File: src/rtl/ex_operand_stage_if.sv
`default_nettype none
// ============================================================================
// Module   : ex_operand_stage_if
// Purpose  : Bundles the decode-side request, forwarding sources and the
//            registered EX-slot outputs of ex_operand_stage.
// Ports    : master -> drives decode/forwarding inputs and ex_ready,
//                      observes id_ready and the EX slot.
//            slave  -> the stage itself.
// Options  : HAZ_CNT_EN adds the 16-bit haz_cnt load-use stall counter.
// Revision : 1.0 - initial release
// ============================================================================
interface ex_operand_stage_if #(
  parameter int REG_AW = 4,
  parameter int XLEN   = 32
);
  // Decode side
  logic              flush;
  logic              id_valid;
  logic              id_ready;
  logic [4:0]        opcode_in;
  logic [REG_AW-1:0] rs1_idx;
  logic [REG_AW-1:0] rs2_idx;
  logic [XLEN-1:0]   rs1_data;
  logic [XLEN-1:0]   rs2_data;
  logic [XLEN-1:0]   imm;
  logic              use_imm;
  logic [REG_AW-1:0] rd_idx;
  logic              rd_we;
  logic              is_load;
  // Forwarding sources
  logic [XLEN-1:0]   alu_result;
  logic [REG_AW-1:0] mem_rd_idx;
  logic              mem_rd_we;
  logic [XLEN-1:0]   mem_result;
  // EX slot
  logic              ex_ready;
  logic              ex_valid;
  logic [XLEN-1:0]   ALU_A_in;
  logic [XLEN-1:0]   ALU_B_in;
  logic [4:0]        opcode;
  logic [REG_AW-1:0] ex_rd_idx;
  logic              ex_rd_we;
  logic              ex_is_load;
`ifdef HAZ_CNT_EN
  logic [15:0]       haz_cnt;

  modport master (
    output flush, id_valid, opcode_in, rs1_idx, rs2_idx, rs1_data, rs2_data,
           imm, use_imm, rd_idx, rd_we, is_load, alu_result, mem_rd_idx,
           mem_rd_we, mem_result, ex_ready,
    input  id_ready, ex_valid, ALU_A_in, ALU_B_in, opcode, ex_rd_idx,
           ex_rd_we, ex_is_load, haz_cnt
  );

  modport slave (
    input  flush, id_valid, opcode_in, rs1_idx, rs2_idx, rs1_data, rs2_data,
           imm, use_imm, rd_idx, rd_we, is_load, alu_result, mem_rd_idx,
           mem_rd_we, mem_result, ex_ready,
    output id_ready, ex_valid, ALU_A_in, ALU_B_in, opcode, ex_rd_idx,
           ex_rd_we, ex_is_load, haz_cnt
  );
`else
  modport master (
    output flush, id_valid, opcode_in, rs1_idx, rs2_idx, rs1_data, rs2_data,
           imm, use_imm, rd_idx, rd_we, is_load, alu_result, mem_rd_idx,
           mem_rd_we, mem_result, ex_ready,
    input  id_ready, ex_valid, ALU_A_in, ALU_B_in, opcode, ex_rd_idx,
           ex_rd_we, ex_is_load
  );

  modport slave (
    input  flush, id_valid, opcode_in, rs1_idx, rs2_idx, rs1_data, rs2_data,
           imm, use_imm, rd_idx, rd_we, is_load, alu_result, mem_rd_idx,
           mem_rd_we, mem_result, ex_ready,
    output id_ready, ex_valid, ALU_A_in, ALU_B_in, opcode, ex_rd_idx,
           ex_rd_we, ex_is_load
  );
`endif
endinterface
`default_nettype wire

File: src/rtl/ex_operand_stage.sv
`default_nettype none
// ============================================================================
// Module   : ex_operand_stage
// Purpose  : ID/EX pipeline register in front of the ALU. Resolves operands
//            with EX/MEM forwarding, stalls on load-use hazards and inserts
//            a bubble while the load moves on to MEM.
// Ports    : clk   - clock, rising edge
//            rst_n - asynchronous active-low reset
//            bus   - ex_operand_stage_if.slave (decode request, forwarding
//                    sources, ex_ready in; id_ready and EX slot out)
// Options  : HAZ_CNT_EN - adds bus.haz_cnt, a saturating 16-bit count of
//            cycles in which a valid decode was held by a load-use hazard.
// Revision : 1.0 - initial release
// ============================================================================
module ex_operand_stage #(
  parameter int REG_AW = 4,
  parameter int XLEN   = 32
) (
  input  wire logic          clk,
  input  wire logic          rst_n,
  ex_operand_stage_if.slave  bus
);

  localparam logic [REG_AW-1:0] c_REG_ZERO = '0;

  // EX slot registers
  logic              r_ex_valid;
  logic [XLEN-1:0]   r_alu_a;
  logic [XLEN-1:0]   r_alu_b;
  logic [4:0]        r_opcode;
  logic [REG_AW-1:0] r_rd_idx;
  logic              r_rd_we;
  logic              r_is_load;

  logic              w_src2_used;
  logic              w_hazard;
  logic              w_id_ready;
  logic              w_accept;
  logic [XLEN-1:0]   w_fwd_rs1;
  logic [XLEN-1:0]   w_fwd_rs2;
  logic [XLEN-1:0]   w_op_b;

  // Only a non-load in the EX slot has its result ready on alu_result;
  // a load there is covered by the hazard stall and picked up from MEM.
  function automatic logic [XLEN-1:0] f_forward(
    input logic [REG_AW-1:0] idx,
    input logic [XLEN-1:0]   rf_data
  );
    logic [XLEN-1:0] v;
    if (idx == c_REG_ZERO)
      v = '0;
    else if (r_ex_valid && r_rd_we && !r_is_load && (r_rd_idx == idx))
      v = bus.alu_result;
    else if (bus.mem_rd_we && (bus.mem_rd_idx == idx))
      v = bus.mem_result;
    else
      v = rf_data;
    return v;
  endfunction

  assign w_src2_used = !bus.use_imm;

  // Opcode is deliberately ignored: rs2 is compared whenever use_imm is low.
  assign w_hazard = r_ex_valid && r_is_load && r_rd_we &&
                    (r_rd_idx != c_REG_ZERO) &&
                    ((bus.rs1_idx == r_rd_idx) ||
                     (w_src2_used && (bus.rs2_idx == r_rd_idx)));

  // A flush empties the slot this edge, so decode may always present.
  assign w_id_ready = bus.flush || (!w_hazard && (!r_ex_valid || bus.ex_ready));
  assign w_accept   = bus.id_valid && w_id_ready;

  assign w_fwd_rs1  = f_forward(bus.rs1_idx, bus.rs1_data);
  assign w_fwd_rs2  = f_forward(bus.rs2_idx, bus.rs2_data);
  assign w_op_b     = bus.use_imm ? bus.imm : w_fwd_rs2;

  always_ff @(posedge clk or negedge rst_n) begin
    if (!rst_n) begin
      r_ex_valid <= 1'b0;
      r_alu_a    <= '0;
      r_alu_b    <= '0;
      r_opcode   <= '0;
      r_rd_idx   <= '0;
      r_rd_we    <= 1'b0;
      r_is_load  <= 1'b0;
    end else if (bus.flush) begin
      r_ex_valid <= 1'b0;
    end else if (w_accept) begin
      r_ex_valid <= 1'b1;
      r_alu_a    <= w_fwd_rs1;
      r_alu_b    <= w_op_b;
      r_opcode   <= bus.opcode_in;
      r_rd_idx   <= bus.rd_idx;
      r_rd_we    <= bus.rd_we;
      r_is_load  <= bus.is_load;
    end else if (w_hazard && bus.ex_ready) begin
      // Load leaves for MEM; the stalled consumer enters next cycle.
      r_ex_valid <= 1'b0;
    end else if (r_ex_valid && bus.ex_ready && !bus.id_valid) begin
      r_ex_valid <= 1'b0;
    end
  end

`ifdef HAZ_CNT_EN
  logic [15:0] r_haz_cnt;

  always_ff @(posedge clk or negedge rst_n) begin
    if (!rst_n)
      r_haz_cnt <= '0;
    else if (bus.id_valid && w_hazard && !bus.flush && (r_haz_cnt != 16'hFFFF))
      r_haz_cnt <= r_haz_cnt + 16'd1;
  end

  assign bus.haz_cnt = r_haz_cnt;
`endif

  assign bus.id_ready   = w_id_ready;
  assign bus.ex_valid   = r_ex_valid;
  assign bus.ALU_A_in   = r_alu_a;
  assign bus.ALU_B_in   = r_alu_b;
  assign bus.opcode     = r_opcode;
  assign bus.ex_rd_idx  = r_rd_idx;
  assign bus.ex_rd_we   = r_rd_we;
  assign bus.ex_is_load = r_is_load;

endmodule
`default_nettype wire
File: src/flat_wrapper.sv
// flat-port wrapper written by rule: the top's interface ports become plain ports
module ex_operand_stage_flat 
#(
  parameter int REG_AW = 4,
  parameter int XLEN   = 32
)
  (clk, rst_n, bus_flush, bus_id_valid, bus_opcode_in, bus_rs1_idx, bus_rs2_idx, bus_rs1_data, bus_rs2_data, bus_imm, bus_use_imm, bus_rd_idx, bus_rd_we, bus_is_load, bus_alu_result, bus_mem_rd_idx, bus_mem_rd_we, bus_mem_result, bus_ex_ready, bus_id_ready, bus_ex_valid, bus_ALU_A_in, bus_ALU_B_in, bus_opcode, bus_ex_rd_idx, bus_ex_rd_we, bus_ex_is_load);
  ex_operand_stage_if #(.REG_AW(REG_AW), .XLEN(XLEN)) bus_i ();
  input  wire logic clk;
  input  wire logic rst_n;
  input wire logic [$bits(bus_i.flush)-1:0] bus_flush;
  input wire logic [$bits(bus_i.id_valid)-1:0] bus_id_valid;
  input wire logic [$bits(bus_i.opcode_in)-1:0] bus_opcode_in;
  input wire logic [$bits(bus_i.rs1_idx)-1:0] bus_rs1_idx;
  input wire logic [$bits(bus_i.rs2_idx)-1:0] bus_rs2_idx;
  input wire logic [$bits(bus_i.rs1_data)-1:0] bus_rs1_data;
  input wire logic [$bits(bus_i.rs2_data)-1:0] bus_rs2_data;
  input wire logic [$bits(bus_i.imm)-1:0] bus_imm;
  input wire logic [$bits(bus_i.use_imm)-1:0] bus_use_imm;
  input wire logic [$bits(bus_i.rd_idx)-1:0] bus_rd_idx;
  input wire logic [$bits(bus_i.rd_we)-1:0] bus_rd_we;
  input wire logic [$bits(bus_i.is_load)-1:0] bus_is_load;
  input wire logic [$bits(bus_i.alu_result)-1:0] bus_alu_result;
  input wire logic [$bits(bus_i.mem_rd_idx)-1:0] bus_mem_rd_idx;
  input wire logic [$bits(bus_i.mem_rd_we)-1:0] bus_mem_rd_we;
  input wire logic [$bits(bus_i.mem_result)-1:0] bus_mem_result;
  input wire logic [$bits(bus_i.ex_ready)-1:0] bus_ex_ready;
  output wire logic [$bits(bus_i.id_ready)-1:0] bus_id_ready;
  output wire logic [$bits(bus_i.ex_valid)-1:0] bus_ex_valid;
  output wire logic [$bits(bus_i.ALU_A_in)-1:0] bus_ALU_A_in;
  output wire logic [$bits(bus_i.ALU_B_in)-1:0] bus_ALU_B_in;
  output wire logic [$bits(bus_i.opcode)-1:0] bus_opcode;
  output wire logic [$bits(bus_i.ex_rd_idx)-1:0] bus_ex_rd_idx;
  output wire logic [$bits(bus_i.ex_rd_we)-1:0] bus_ex_rd_we;
  output wire logic [$bits(bus_i.ex_is_load)-1:0] bus_ex_is_load;
  assign bus_i.flush = bus_flush;
  assign bus_i.id_valid = bus_id_valid;
  assign bus_i.opcode_in = bus_opcode_in;
  assign bus_i.rs1_idx = bus_rs1_idx;
  assign bus_i.rs2_idx = bus_rs2_idx;
  assign bus_i.rs1_data = bus_rs1_data;
  assign bus_i.rs2_data = bus_rs2_data;
  assign bus_i.imm = bus_imm;
  assign bus_i.use_imm = bus_use_imm;
  assign bus_i.rd_idx = bus_rd_idx;
  assign bus_i.rd_we = bus_rd_we;
  assign bus_i.is_load = bus_is_load;
  assign bus_i.alu_result = bus_alu_result;
  assign bus_i.mem_rd_idx = bus_mem_rd_idx;
  assign bus_i.mem_rd_we = bus_mem_rd_we;
  assign bus_i.mem_result = bus_mem_result;
  assign bus_i.ex_ready = bus_ex_ready;
  assign bus_id_ready = bus_i.id_ready;
  assign bus_ex_valid = bus_i.ex_valid;
  assign bus_ALU_A_in = bus_i.ALU_A_in;
  assign bus_ALU_B_in = bus_i.ALU_B_in;
  assign bus_opcode = bus_i.opcode;
  assign bus_ex_rd_idx = bus_i.ex_rd_idx;
  assign bus_ex_rd_we = bus_i.ex_rd_we;
  assign bus_ex_is_load = bus_i.ex_is_load;
  ex_operand_stage #(.REG_AW(REG_AW), .XLEN(XLEN)) u_core (.clk(clk), .rst_n(rst_n), .bus(bus_i));
endmodule
File: config.mk
export PLATFORM = sky130hd
export DESIGN_NAME = ex_operand_stage_flat
export DESIGN_NICKNAME = d
export VERILOG_FILES = /design/src/rtl/ex_operand_stage_if.sv /design/src/rtl/ex_operand_stage.sv /design/src/flat_wrapper.sv
export SDC_FILE = /design/constraint.sdc
export NUM_CORES = 1
export LEC_CHECK = 0
export BUFFER_PORTS_ARGS = -buffer_cell sky130_fd_sc_hd__buf_2
export CORE_MARGIN = 1.5
export CORE_UTILIZATION = 42
export CTS_CLUSTER_SIZE = 16
export DETAILED_ROUTE_END_ITERATION = 12
export MAX_ROUTING_LAYER = met4
export PLACE_DENSITY = 0.86
export SLEW_MARGIN = 0
export SYNTH_ARGS = -nofsm -noshare
export SYNTH_HDL_FRONTEND = slang
export SYNTH_SLANG_ARGS = --single-unit
File: constraint.sdc
create_clock -name clk -period 2.1 [get_ports clk]
set_input_delay 0.315 -clock clk [delete_from_list [all_inputs] [get_ports clk]]
set_output_delay 0.315 -clock clk [all_outputs]
set_load 0.01 [all_outputs]
==> metrics.txt <==
status=finished with violations; violated checks=setup timing; Clock transition at path regs=0.06 ns; first-pass GRT wire length=32,000 um; Syn Inst Count=624; detailed placer's ending HPWL=15,500 um; gp weighted congestion=0.918; Die Ht=115 um; cell type with the largest total area after synthesis=dfrtp_1; Logic pwr share=33.6%; total track usage=32.3%; Port Buf Inserts=266; Leak=0.00369 uW; worst-path fanout max=5; syn avg cell area=8.50 um2; first-pass detailed-route iteration total=6; vias in the first global route=6,100; Final Slew Violations=0; layout cells sized above 1=47.3%; # rows=40; most frequent cell after synthesis=dfrtp_1; fin crit share=108%; Synthesized Nets=814; post-placement cell area=7040 um2; residual DRC count=0; Area contributors post-synth=dfrtp_1, a31oi_1, nand3_1; filler instances=968; H-tree depth=3; register area share after synthesis=35.8%; WL/cell=22.1 um; YS warnings=0; number of synthesized flops with an enable pin=0; initial drt markers=993; TritonCTS Buffers=9; CORE AREA=12,200 um2; sw frac=33.7%; synthesized flop and latch total=76; P&R area growth vs syn=52.0%; dpl ws=-0.0585 ns; fmax=441 MHz; DR vias/cell=6.25; peak supply drop=0.324 mV; post-synthesis async set-or-reset flop share=100%; final net count=1,089; post-layout minimum cycle time=2.27 ns; Setup TNS=-4.34 ns; Syn Std Cell Area=5310 um2; CTS root buf=clkbuf_16; Crit. End Element=primary output; sw power=1740 uW; Max-Cap Viols=0; clock power share=30.3%; vias=6,709; pin count of the biggest net entering global routing=74; Max Buffers Root-to-Sink=2; final WL=23,700 um; initial antenna violation count=1; CTS sink cnt=76; fin util=66.3%; Starting Density=43.6%; worst path arrival time=1.95 ns; Die W=115 um; die area=13,300 um2; multi-input logic area=3190 um2; Fin Clk Skew=0.00588 ns; critical path type=reg2out; sequential share of power=36.1%; Clock Latency Late Sink=0.34 ns; max_slew headroom=25.7%; PD cells=639 nW/um2; RSZ-0062 raised after global routing=true; register area=1910 um2; top cell type's share of synthesized area=35.8%; final setup vio count=73; Tightest Pin Transition=1.11 ns; P_int=3420 uW; most frequent cells after synthesis=dfrtp_1, nand3_1, a31oi_1; required time worst endpoint=1.78 ns; remaining antenna violation count=0; gr ovfl total=0; Worst Setup Slack, final=-0.166 ns; # IOs=267; top_reg_cell synth=dfrtp_1; Unique masters post-synth=34; CTS tree=done; Hold Vio Cnt, Final=0; CP startpoint kind=flop; Design Area, Final=8060 um2; worst hold path type=in2reg
[metrics by stage]
stage	hold WS, ns	power (uW)	cells
floorplan	0.0194	2600	624
global placement	0.122	3330	1030
detailed placement	0.122	3360	1030
CTS	0.178	4940	1054
global route	0.201	5370	1073
finish	0.201	5160	1073
[final timing paths]
kind	start	end	slack [ns]	cells past startpoint
min in group asynchronous	rst_n	u_core.bus.ALU_A_in[2]$_DFFE_PN0P_	0.31	2
worst min-delay path	bus_rd_idx[2]	u_core.bus.ex_rd_idx[2]$_DFFE_PN0P_	0.20	2
max in group asynchronous	rst_n	u_core.bus.ex_rd_idx[3]$_DFFE_PN0P_	1.19	3
worst min register to register	u_core.bus.ALU_A_in[30]$_DFFE_PN0P_	u_core.bus.ALU_A_in[30]$_DFFE_PN0P_	0.49	1
worst max-delay path	u_core.bus.ex_rd_idx[3]$_DFFE_PN0P_	bus_id_ready	-0.17	6
worst max register to register	u_core.bus.ex_rd_idx[3]$_DFFE_PN0P_	u_core.bus.ex_rd_idx[2]$_DFFE_PN0P_	-0.12	8
[worst max-delay path: stages (launching register included)]
cell     delay, ns
dfrtp_2       0.45
buf_6         0.14
nor4_4        0.34
nor3_2        0.09
a22oi_2       0.26
and2_1        0.18
buf_2         0.15
[flip-flops by register name, summed over array words and instances, names as in the netlist]
register	cells
u_core.bus.ex_rd_idx	4
u_core.bus.ex_valid	1
u_core.bus.ex_rd_we	1
u_core.bus.ALU_A_in	32
u_core.bus.ALU_B_in	32
u_core.bus.ex_is_load	1
u_core.bus.opcode	5
[power by group through the flow]
stage	Clock [uW]	Sequential, uW	Combinational, uW
final	1560	1860	1730
after CTS	1570	1850	1520
after global routing	1640	1880	1850
after global placement	0	1870	1460
after detailed placement	0	1870	1480
after floorplan	0	1970	625
[area by class of cell]
| type | instances | share of cell area [%] |
|---|---|---|
| diodes | 1 | 0.0310 |
| clock buffers | 9 | 2.79 |
| clock inverters | 7 | 0.838 |
| inverters | 35 | 1.63 |
| multi-input cells | 438 | 39.5 |
| flip-flops and latches | 76 | 23.6 |
| well taps | 168 | 2.61 |
| repair buffers | 339 | 28.9 |
[repair_timing]
item	in CTS	in global routing
setup endpoints to repair	12	76
hold endpoints to repair	3	0
cloned	0	15
setup buffers	8	7
gates resized for setup	13	70
hold buffers	1	0
pin swaps	6	13
[layer usage]
metal | global-route usage, % | vias up | wire length, um | part of all wire, %
li1 | - | 2923 | - | -
met1 | 40.1 | 3174 | 8770 | 37
met2 | 51.8 | 526 | 11400 | 48
met3 | 6.33 | 86 | 2560 | 11
met4 | 13.0 | 0 | 945 | 4.0
met5 | - | - | 0 | 0
[kinds of logic after synthesis]
kind of cell    share of synthesized area, %
buf+inv                                 8.70
flops                                   35.8
compound gates                          25.5
simple gates                            25.1
mux                                     2.69
xor+xnor                                2.15
[cells in the final DEF, fill, tap and decap left out, drive strengths merged, types with 4 or more instances in the layout]
cell	count
dfrtp	76
or2	32
and2	4
nand2	38
nand3	65
a31oi	64
nor4	5
and4	32
nand3b	32
xnor2	5
clkbuf	22
xor2	8
a32o	32
a21oi	32
o311ai	32
buf	325
inv	35
o21ai	32
mux2	11
No activity file was read; power rests on OpenSTA's default activity.
